File: config.mk
export PLATFORM = sky130hd
export DESIGN_NAME = main_call_launcher_flat
export DESIGN_NICKNAME = d
export VERILOG_FILES = /design/src/rtl/main_call_launcher_if.sv /design/src/rtl/main_call_launcher.sv /design/src/flat_wrapper.sv
export SDC_FILE = /design/constraint.sdc
export NUM_CORES = 1
export LEC_CHECK = 0
export CAP_MARGIN = 15
export CELL_PAD_IN_SITES_DETAIL_PLACEMENT = 0
export CELL_PAD_IN_SITES_GLOBAL_PLACEMENT = 1
export CORE_MARGIN = 2
export CORE_UTILIZATION = 52
export CTS_CLUSTER_SIZE = 40
export DETAILED_ROUTE_END_ITERATION = 7
export DONT_BUFFER_PORTS = 1
export GPL_TIMING_DRIVEN = 0
export MAX_ROUTING_LAYER = met4
export PLACE_DENSITY_LB_ADDON = 0.15
export SLEW_MARGIN = 15
export SYNTH_ARGS = -nofsm -noshare
export SYNTH_HDL_FRONTEND = slang
export SYNTH_SLANG_ARGS = --single-unit
File: constraint.sdc
create_clock -name clock -period 27.6 [get_ports clock]
set_clock_uncertainty 0.2 [all_clocks]
set_input_delay 4.14 -clock clock [delete_from_list [all_inputs] [get_ports clock]]
set_output_delay 4.14 -clock clock [all_outputs]
set_load 0.01 [all_outputs]
File: src/rtl/main_call_launcher_if.sv
// Host command/response bus and the call/return handshake towards the `main` component.
// The launcher takes the slave view; the host and the component take the master view.
interface main_call_launcher_if #(
   parameter int unsigned ARG_W = 64,
   parameter int unsigned RET_W = 32,
   parameter int unsigned CYC_W = 32,
   parameter int unsigned TO_W  = 24
);
   // host command side
   logic             cmd_valid;
   logic             cmd_ready;
   logic [ARG_W-1:0] cmd_einval;
   logic [ARG_W-1:0] cmd_errno;
   logic [TO_W-1:0]  timeout_limit;

   // host response side
   logic             rsp_valid;
   logic             rsp_ready;
   logic [RET_W-1:0] rsp_data;
   logic             rsp_timeout;
   logic [CYC_W-1:0] rsp_cycles;

   // component call/return side
   logic             start;
   logic             busy;
   logic [ARG_W-1:0] EINVAL;
   logic [ARG_W-1:0] errno;
   logic             done;
   logic             stall;
   logic [RET_W-1:0] returndata;

   modport slave (
      input  cmd_valid, cmd_einval, cmd_errno, timeout_limit,
      output cmd_ready,
      output rsp_valid, rsp_data, rsp_timeout, rsp_cycles,
      input  rsp_ready,
      output start, EINVAL, errno, stall,
      input  busy, done, returndata
   );

   modport master (
      output cmd_valid, cmd_einval, cmd_errno, timeout_limit,
      input  cmd_ready,
      input  rsp_valid, rsp_data, rsp_timeout, rsp_cycles,
      output rsp_ready,
      input  start, EINVAL, errno, stall,
      output busy, done, returndata
   );
endinterface

File: src/rtl/main_call_launcher.sv
// Launches calls into the `main` component, times them, applies an optional watchdog,
// holds one response for the host and drains completions orphaned by a watchdog expiry.
module main_call_launcher #(
   parameter int unsigned ARG_W  = 64,
   parameter int unsigned RET_W  = 32,
   parameter int unsigned CYC_W  = 32,
   parameter int unsigned TO_W   = 24,
   parameter int unsigned STAT_W = 16
) (
   input  logic                 clock,
   input  logic                 reset,
   main_call_launcher_if.slave  bus,
   output logic [STAT_W-1:0]    stat_calls,
   output logic [STAT_W-1:0]    stat_timeouts
);

   typedef enum logic [1:0] {
      S_IDLE,
      S_ISSUE,
      S_RUN,
      S_RESP
   } state_t;

   state_t state, state_nxt;

   logic [ARG_W-1:0] einval_q;
   logic [ARG_W-1:0] errno_q;
   logic [TO_W-1:0]  limit_q;
   logic [CYC_W-1:0] cyc;
   logic [CYC_W-1:0] cyc_inc;
   logic [CYC_W-1:0] limit_ext;
   logic             hit_limit;

   logic             rsp_valid_q;
   logic [RET_W-1:0] rsp_data_q;
   logic             rsp_timeout_q;
   logic [CYC_W-1:0] rsp_cycles_q;
   logic             orphan;

   logic             accept;
   logic             call_done;
   logic             call_timeout;
   logic             orphan_set;
   logic             orphan_clr;

   // Saturating cycle count and watchdog compare; cyc+1 is also the reported duration.
   always_comb begin
      cyc_inc   = (cyc == '1) ? cyc : cyc + CYC_W'(1);
      limit_ext = CYC_W'(limit_q);
      hit_limit = (limit_q != '0) && (cyc_inc == limit_ext);
   end

   always_ff @(posedge clock or posedge reset) begin
      if (reset) begin
         state <= S_IDLE;
      end else begin
         state <= state_nxt;
      end
   end

   always_comb begin
      state_nxt    = state;
      accept       = 1'b0;
      call_done    = 1'b0;
      call_timeout = 1'b0;
      orphan_set   = 1'b0;
      case (state)
         S_IDLE: begin
            if (bus.cmd_valid && !orphan) begin
               accept    = 1'b1;
               state_nxt = S_ISSUE;
            end
         end
         S_ISSUE: begin
            if (!bus.busy) begin
               state_nxt = S_RUN;
            end else if (hit_limit) begin
               call_timeout = 1'b1;
               state_nxt    = S_RESP;
            end
         end
         S_RUN: begin
            // done takes priority over a watchdog expiry in the same cycle
            if (bus.done) begin
               call_done = 1'b1;
               state_nxt = S_RESP;
            end else if (hit_limit) begin
               call_timeout = 1'b1;
               orphan_set   = 1'b1;
               state_nxt    = S_RESP;
            end
         end
         S_RESP: begin
            if (bus.rsp_ready) begin
               state_nxt = S_IDLE;
            end
         end
         default: state_nxt = S_IDLE;
      endcase
   end

   // An orphan only exists outside RUN, so any done seen meanwhile belongs to it.
   assign orphan_clr = orphan && bus.done && (state != S_RUN);

   always_ff @(posedge clock or posedge reset) begin
      if (reset) begin
         einval_q      <= '0;
         errno_q       <= '0;
         limit_q       <= '0;
         cyc           <= '0;
         rsp_valid_q   <= 1'b0;
         rsp_data_q    <= '0;
         rsp_timeout_q <= 1'b0;
         rsp_cycles_q  <= '0;
         orphan        <= 1'b0;
         stat_calls    <= '0;
         stat_timeouts <= '0;
      end else begin
         if (accept) begin
            einval_q <= bus.cmd_einval;
            errno_q  <= bus.cmd_errno;
            limit_q  <= bus.timeout_limit;
            cyc      <= '0;
         end else if (state == S_ISSUE || state == S_RUN) begin
            cyc <= cyc_inc;
         end

         if (call_done || call_timeout) begin
            rsp_valid_q   <= 1'b1;
            rsp_data_q    <= call_done ? bus.returndata : '0;
            rsp_timeout_q <= call_timeout;
            rsp_cycles_q  <= cyc_inc;
            if (stat_calls != '1) begin
               stat_calls <= stat_calls + STAT_W'(1);
            end
            if (call_timeout && (stat_timeouts != '1)) begin
               stat_timeouts <= stat_timeouts + STAT_W'(1);
            end
         end else if (state == S_RESP && bus.rsp_ready) begin
            rsp_valid_q <= 1'b0;
         end

         if (orphan_set) begin
            orphan <= 1'b1;
         end else if (orphan_clr) begin
            orphan <= 1'b0;
         end
      end
   end

   assign bus.cmd_ready   = (state == S_IDLE) && !orphan;
   assign bus.start       = (state == S_ISSUE);
   assign bus.stall       = !((state == S_RUN) || orphan);
   assign bus.EINVAL      = einval_q;
   assign bus.errno       = errno_q;
   assign bus.rsp_valid   = rsp_valid_q;
   assign bus.rsp_data    = rsp_data_q;
   assign bus.rsp_timeout = rsp_timeout_q;
   assign bus.rsp_cycles  = rsp_cycles_q;

endmodule
File: src/flat_wrapper.sv
// flat-port wrapper written by rule: the top's interface ports become plain ports
module main_call_launcher_flat 
#(
   parameter int unsigned ARG_W  = 64,
   parameter int unsigned RET_W  = 32,
   parameter int unsigned CYC_W  = 32,
   parameter int unsigned TO_W   = 24,
   parameter int unsigned STAT_W = 16
)
  (clock, reset, stat_calls, stat_timeouts, bus_cmd_valid, bus_cmd_einval, bus_cmd_errno, bus_timeout_limit, bus_cmd_ready, bus_rsp_valid, bus_rsp_data, bus_rsp_timeout, bus_rsp_cycles, bus_rsp_ready, bus_start, bus_EINVAL, bus_errno, bus_stall, bus_busy, bus_done, bus_returndata);
  main_call_launcher_if #(.ARG_W(ARG_W), .RET_W(RET_W), .CYC_W(CYC_W), .TO_W(TO_W)) bus_i ();
  input  logic clock;
  input  logic reset;
  output logic [STAT_W-1:0] stat_calls;
  output logic [STAT_W-1:0] stat_timeouts;
  input wire logic [$bits(bus_i.cmd_valid)-1:0] bus_cmd_valid;
  input wire logic [$bits(bus_i.cmd_einval)-1:0] bus_cmd_einval;
  input wire logic [$bits(bus_i.cmd_errno)-1:0] bus_cmd_errno;
  input wire logic [$bits(bus_i.timeout_limit)-1:0] bus_timeout_limit;
  output wire logic [$bits(bus_i.cmd_ready)-1:0] bus_cmd_ready;
  output wire logic [$bits(bus_i.rsp_valid)-1:0] bus_rsp_valid;
  output wire logic [$bits(bus_i.rsp_data)-1:0] bus_rsp_data;
  output wire logic [$bits(bus_i.rsp_timeout)-1:0] bus_rsp_timeout;
  output wire logic [$bits(bus_i.rsp_cycles)-1:0] bus_rsp_cycles;
  input wire logic [$bits(bus_i.rsp_ready)-1:0] bus_rsp_ready;
  output wire logic [$bits(bus_i.start)-1:0] bus_start;
  output wire logic [$bits(bus_i.EINVAL)-1:0] bus_EINVAL;
  output wire logic [$bits(bus_i.errno)-1:0] bus_errno;
  output wire logic [$bits(bus_i.stall)-1:0] bus_stall;
  input wire logic [$bits(bus_i.busy)-1:0] bus_busy;
  input wire logic [$bits(bus_i.done)-1:0] bus_done;
  input wire logic [$bits(bus_i.returndata)-1:0] bus_returndata;
  assign bus_i.cmd_valid = bus_cmd_valid;
  assign bus_i.cmd_einval = bus_cmd_einval;
  assign bus_i.cmd_errno = bus_cmd_errno;
  assign bus_i.timeout_limit = bus_timeout_limit;
  assign bus_cmd_ready = bus_i.cmd_ready;
  assign bus_rsp_valid = bus_i.rsp_valid;
  assign bus_rsp_data = bus_i.rsp_data;
  assign bus_rsp_timeout = bus_i.rsp_timeout;
  assign bus_rsp_cycles = bus_i.rsp_cycles;
  assign bus_i.rsp_ready = bus_rsp_ready;
  assign bus_start = bus_i.start;
  assign bus_EINVAL = bus_i.EINVAL;
  assign bus_errno = bus_i.errno;
  assign bus_stall = bus_i.stall;
  assign bus_i.busy = bus_busy;
  assign bus_i.done = bus_done;
  assign bus_i.returndata = bus_returndata;
  main_call_launcher #(.ARG_W(ARG_W), .RET_W(RET_W), .CYC_W(CYC_W), .TO_W(TO_W), .STAT_W(STAT_W)) u_core (.clock(clock), .reset(reset), .bus(bus_i), .stat_calls(stat_calls), .stat_timeouts(stat_timeouts));
endmodule
==> impl_summary.md <==
Setup path
The logic depth of the worst register-to-register path is 14. The source of the worst register-to-register timing path is u_core.cyc[1]$_DFFE_PP0P_. The termination of the worst setup path is u_core.cyc[9]$_DFFE_PP0P_. For flop-to-flop paths, the worst setup slack is 22.01 ns. The data required time at the worst endpoint is 27.81 ns. Data on the critical path arrives at its endpoint at 6.41 ns.

The category of the critical setup timing path is in -> reg. The worst setup path is launched from an input pin. The highest fanout seen on the critical path is 10. The worst setup path is captured at a flip-flop. The origin of the worst setup path is bus_cmd_valid. The worst register-to-register path ends at u_core.bus.rsp_cycles[4]$_DFFE_PP0P_.

Timing
The final-report hold violation count is 0. Based on the critical path, the design can be clocked at up to 161 MHz. Summed over all failing endpoints, the final setup total negative slack is 0 ns. The worst pin sits at a relative slew slack of 0.342.

For the pin with the worst max-slew slack, the measured transition is 0.980 ns. Setup repair after global routing left no endpoint under its margin. The ratio of final minimum period to clock period is 0.225. The max-slew violation total from the final report came to 0. Setup violations remaining at the end of the flow were counted as 0. The routed design could run at a clock period as short as 6.20 ns.

Hold path
The startpoint of the most critical hold path is u_core.stat_timeouts[11]$_DFFE_PP0P_. Along the worst hold path, the cell count comes to 1. The class of the most critical hold timing path is reg -> reg.

Pwr
For this design the static power due to leakage is 0.00623 uW. The areal power density over the cells is 106 nW/um^2. The maximum resistive drop on vdd is 0.0779 mV. The completed layout was analyzed and its total power is 1550 uW.

Synth
By area the synthesized netlist is led by dfrtp_1 55%, mux2_2 14%, nand2_1 3.9%. After synthesis the netlist holds a flip-flop and latch count of 285. In this run, synthesis inferred 0 flip-flops with an integrated enable. The area fraction of the dominant cell type after synthesis is 0.548. After synthesis, the most frequently instantiated cells are 285 x dfrtp_1, 166 x mux2_2, 134 x nand2_1.

The mapped netlist covers 13,000 sq um. The post-synthesis mux area share is 0.145. Of all cell types, the one taking the most synthesized area is dfrtp_1. In the synthesized netlist, the number of instances is 1,157. Among all flip-flop cells after synthesis, the most frequent one is dfrtp_1. Of all flip-flops after synthesis, the portion carrying an async set or reset was 1.00. The share of the Yosys chip area taken by registers is 0.548. Of the total synthesized cell area, the portion taken by XOR and XNOR cells is 0.0582. Of the total synthesized cell area, the portion taken by AND, OR, NAND and NOR gates is 0.159. The complex-gate fraction of the synthesized area was 0.0559.

The main combinational cell family by area after synthesis is simple AND/OR/NAND/NOR gates. Synthesis instantiated 64 different standard cells from the library. In this run the mean area of a mapped cell was 11.3 sq um. The adder-cell share of the synthesized area is 0.00769. The dominant cell by count in the synthesized netlist is dfrtp_1.

For this run, the number of Yosys warnings is 0. The post-synthesis net count is 1,355.

Clock tree
The count of hold buffers inserted by post-cts repair is 0. The clock drives 285 sinks. Post-CTS timing repair inserted 0 buffers for setup. After clock tree synthesis, the clock-pin slew on the worst setup and hold paths is 0.06 ns. In this run the number of H-tree levels came out at 1. The CTS root buffer is clkbuf_16. The number of buffers between clock root and the deepest sink is 3.

Clock latency on the worst-skew pair, taken at its later pin, is 0.56 ns. The number of CTS-inserted buffers is 30. The number of gates resized after CTS was 0. TritonCTS built the clock tree.

Layout
The net count of the finished layout is 1,389. Of the cells placed in the final design, the portion with a size suffix greater than 1 is 0.207. The area of combinational cells with multiple inputs is 5550 sq um. The final standard cell count with taps included and fillers excluded is 1,545. The register cell area after layout is 7130 sq um. The cell area after layout is 14,500 sq um.

The area growth from synthesis to layout is 11.6%. The layout filler cell count is 2,075.

Floorplanning
419 I/O pins were placed. The height of the die is 162 microns. The number of core rows is 57. From left edge to right edge, the die measures 162 microns. The area of the core is 24,500 sq um. The die covers 26,300 sq um. For this configuration, the core starts out at a cell density of 0.532.

Global route
For this run, the total global-route usage over all layers was measured as 0.298. The number of antenna violations at the first check in global routing is 6. The first global-routing pass estimated 58,100 microns of wire.

The via count of the first global-routing pass is 9,310. Summed over all layers, the global routing overflow is 0. The maximum number of pins on one net before global-route repair is 110.

Drt
The first detailed-routing pass ran for 6 iterations. The via count is 9,321. The routed wirelength normalized by instance count is 25.0 microns. The final layout contains routed wiring with a total length of 38,700 microns. The count of antenna-violating nets left after detailed routing is 0. The detailed router finished its first iteration with 850 violations. Using the TritonRoute via totals, the vias-per-cell ratio works out to 6.03. After detailed routing, the number of remaining DRC violations is 0.

Place
The number of cells after detailed placement is 1,483. The weighted congestion at the end of routability-driven global placement is 0.949. The count of buffers inserted at the top-level ports is 0. Detailed placement finished with a half-perimeter wire length of 29,500 microns. The area of placed instances is 13,500 sq um.

Flow run
The tool flagged a number of max-cap violations equal to 0.

Run status
The run finished with clean final reports.
## worst min-delay path by stage
stage,slack (ns),endpoint
5_1_grt,0.36,u_core.stat_timeouts[11]$_DFFE_PP0P_
2_1_floorplan,0.31,u_core.limit_q[18]$_DFFE_PP0P_
3_5_place_dp,0.34,u_core.stat_calls[10]$_DFFE_PP0P_
4_1_cts,0.35,u_core.stat_calls[10]$_DFFE_PP0P_
6_report,0.35,u_core.stat_timeouts[11]$_DFFE_PP0P_
3_3_place_gp,0.33,u_core.bus.rsp_cycles[21]$_DFFE_PP0P_
## worst max-delay path, cell delays in order
cell and delay, ns:
and2_1 0.14, clkbuf_1 0.29, buf_1 0.58, clkbuf_1 0.54, clkbuf_1 0.59, nor2_1 0.13
## layer usage
layer  global-route usage  vias up  routed length (microns)
li1                     -     4164                        -
met1                0.392     4627                    15900
met2                0.456      452                    18100
met3               0.0776       78                     3410
met4               0.0925        0                     1280
met5                    -        -                        0
## cells by family (layout without fill, tap and decap cells)
kind of cell    Yosys count  after routing
other cells               0              6
simple gates            415            415
mux                     168            168
buf+inv                  84            142
xor+xnor                 85             85
flops                   285            285
fa+ha+maj                 8              8
compound gates          112            112
## per-stage QoR
stage / hold slack [ns] / util / setup slack (ns)
after floorplan: 0.307 / - / 15.40
after global placement: 0.332 / 0.549 / 12.40
after detailed placement: 0.340 / 0.552 / 20.79
after CTS: 0.349 / 0.593 / 21.39
after global routing: 0.358 / 0.594 / 21.25
final: 0.348 / 0.594 / 21.40
## cell usage in the layout (no fill, tap or decap), types with 3 or more instances in the layout
master	instances
dfrtp_1	285
mux2_2	166
nand2_1	134
nand3_1	71
nor2_1	66
clkbuf_1	45
xnor2_1	45
xor2_1	39
o21ai_0	32
clkbuf_16	30
a21oi_1	29
nand4_1	28
nor4_1	22
nor3_1	21
buf_2	18
inv_1	15
and3_1	14
and4_1	10
clkinv_2	10
nor2b_1	9
or3_1	9
a2111oi_0	8
ha_1	8
diode_2	6
buf_1	6
a31oi_1	6
and2_1	5
nand2b_1	5
clkbuf_8	5
nor3b_1	4
a211oi_1	4
o21a_1	4
or2_2	3
o32ai_1	3
a41oi_1	3
nor4b_1	3
bufinv_16	3
clkinvlp_4	3
## flip-flops by register name, indices dropped and copies added (netlist names)
name	flops
u_core.state	2
u_core.bus.rsp_data	32
u_core.stat_calls	16
u_core.limit_q	24
u_core.orphan	1
u_core.stat_timeouts	16
u_core.bus.rsp_timeout	1
u_core.bus.rsp_valid	1
u_core.bus.rsp_cycles	32
u_core.bus.EINVAL	64
u_core.cyc	32
u_core.bus.errno	64
## area by class of cell
| cell class | count | area share |
|---|---|---|
| sequential | 285 | 0.491 |
| multi-input combinational | 788 | 0.382 |
| clock buffer | 37 | 0.0569 |
| tap | 324 | 0.0279 |
| buffer | 68 | 0.0194 |
| clock inverter | 19 | 0.0137 |
| inverter | 16 | 0.00465 |
| timing repair buffer | 2 | 0.00379 |
| antenna | 6 | 0.00103 |
## report_power, final
group / internal [uW] / total (uW) / switching [uW]
registers: 573 / 800 / 227
clock network: 242 / 414 / 172
logic: 170 / 333 / 163
total: 985 / 1550 / 562
Power figures use the tool's default switching activity.
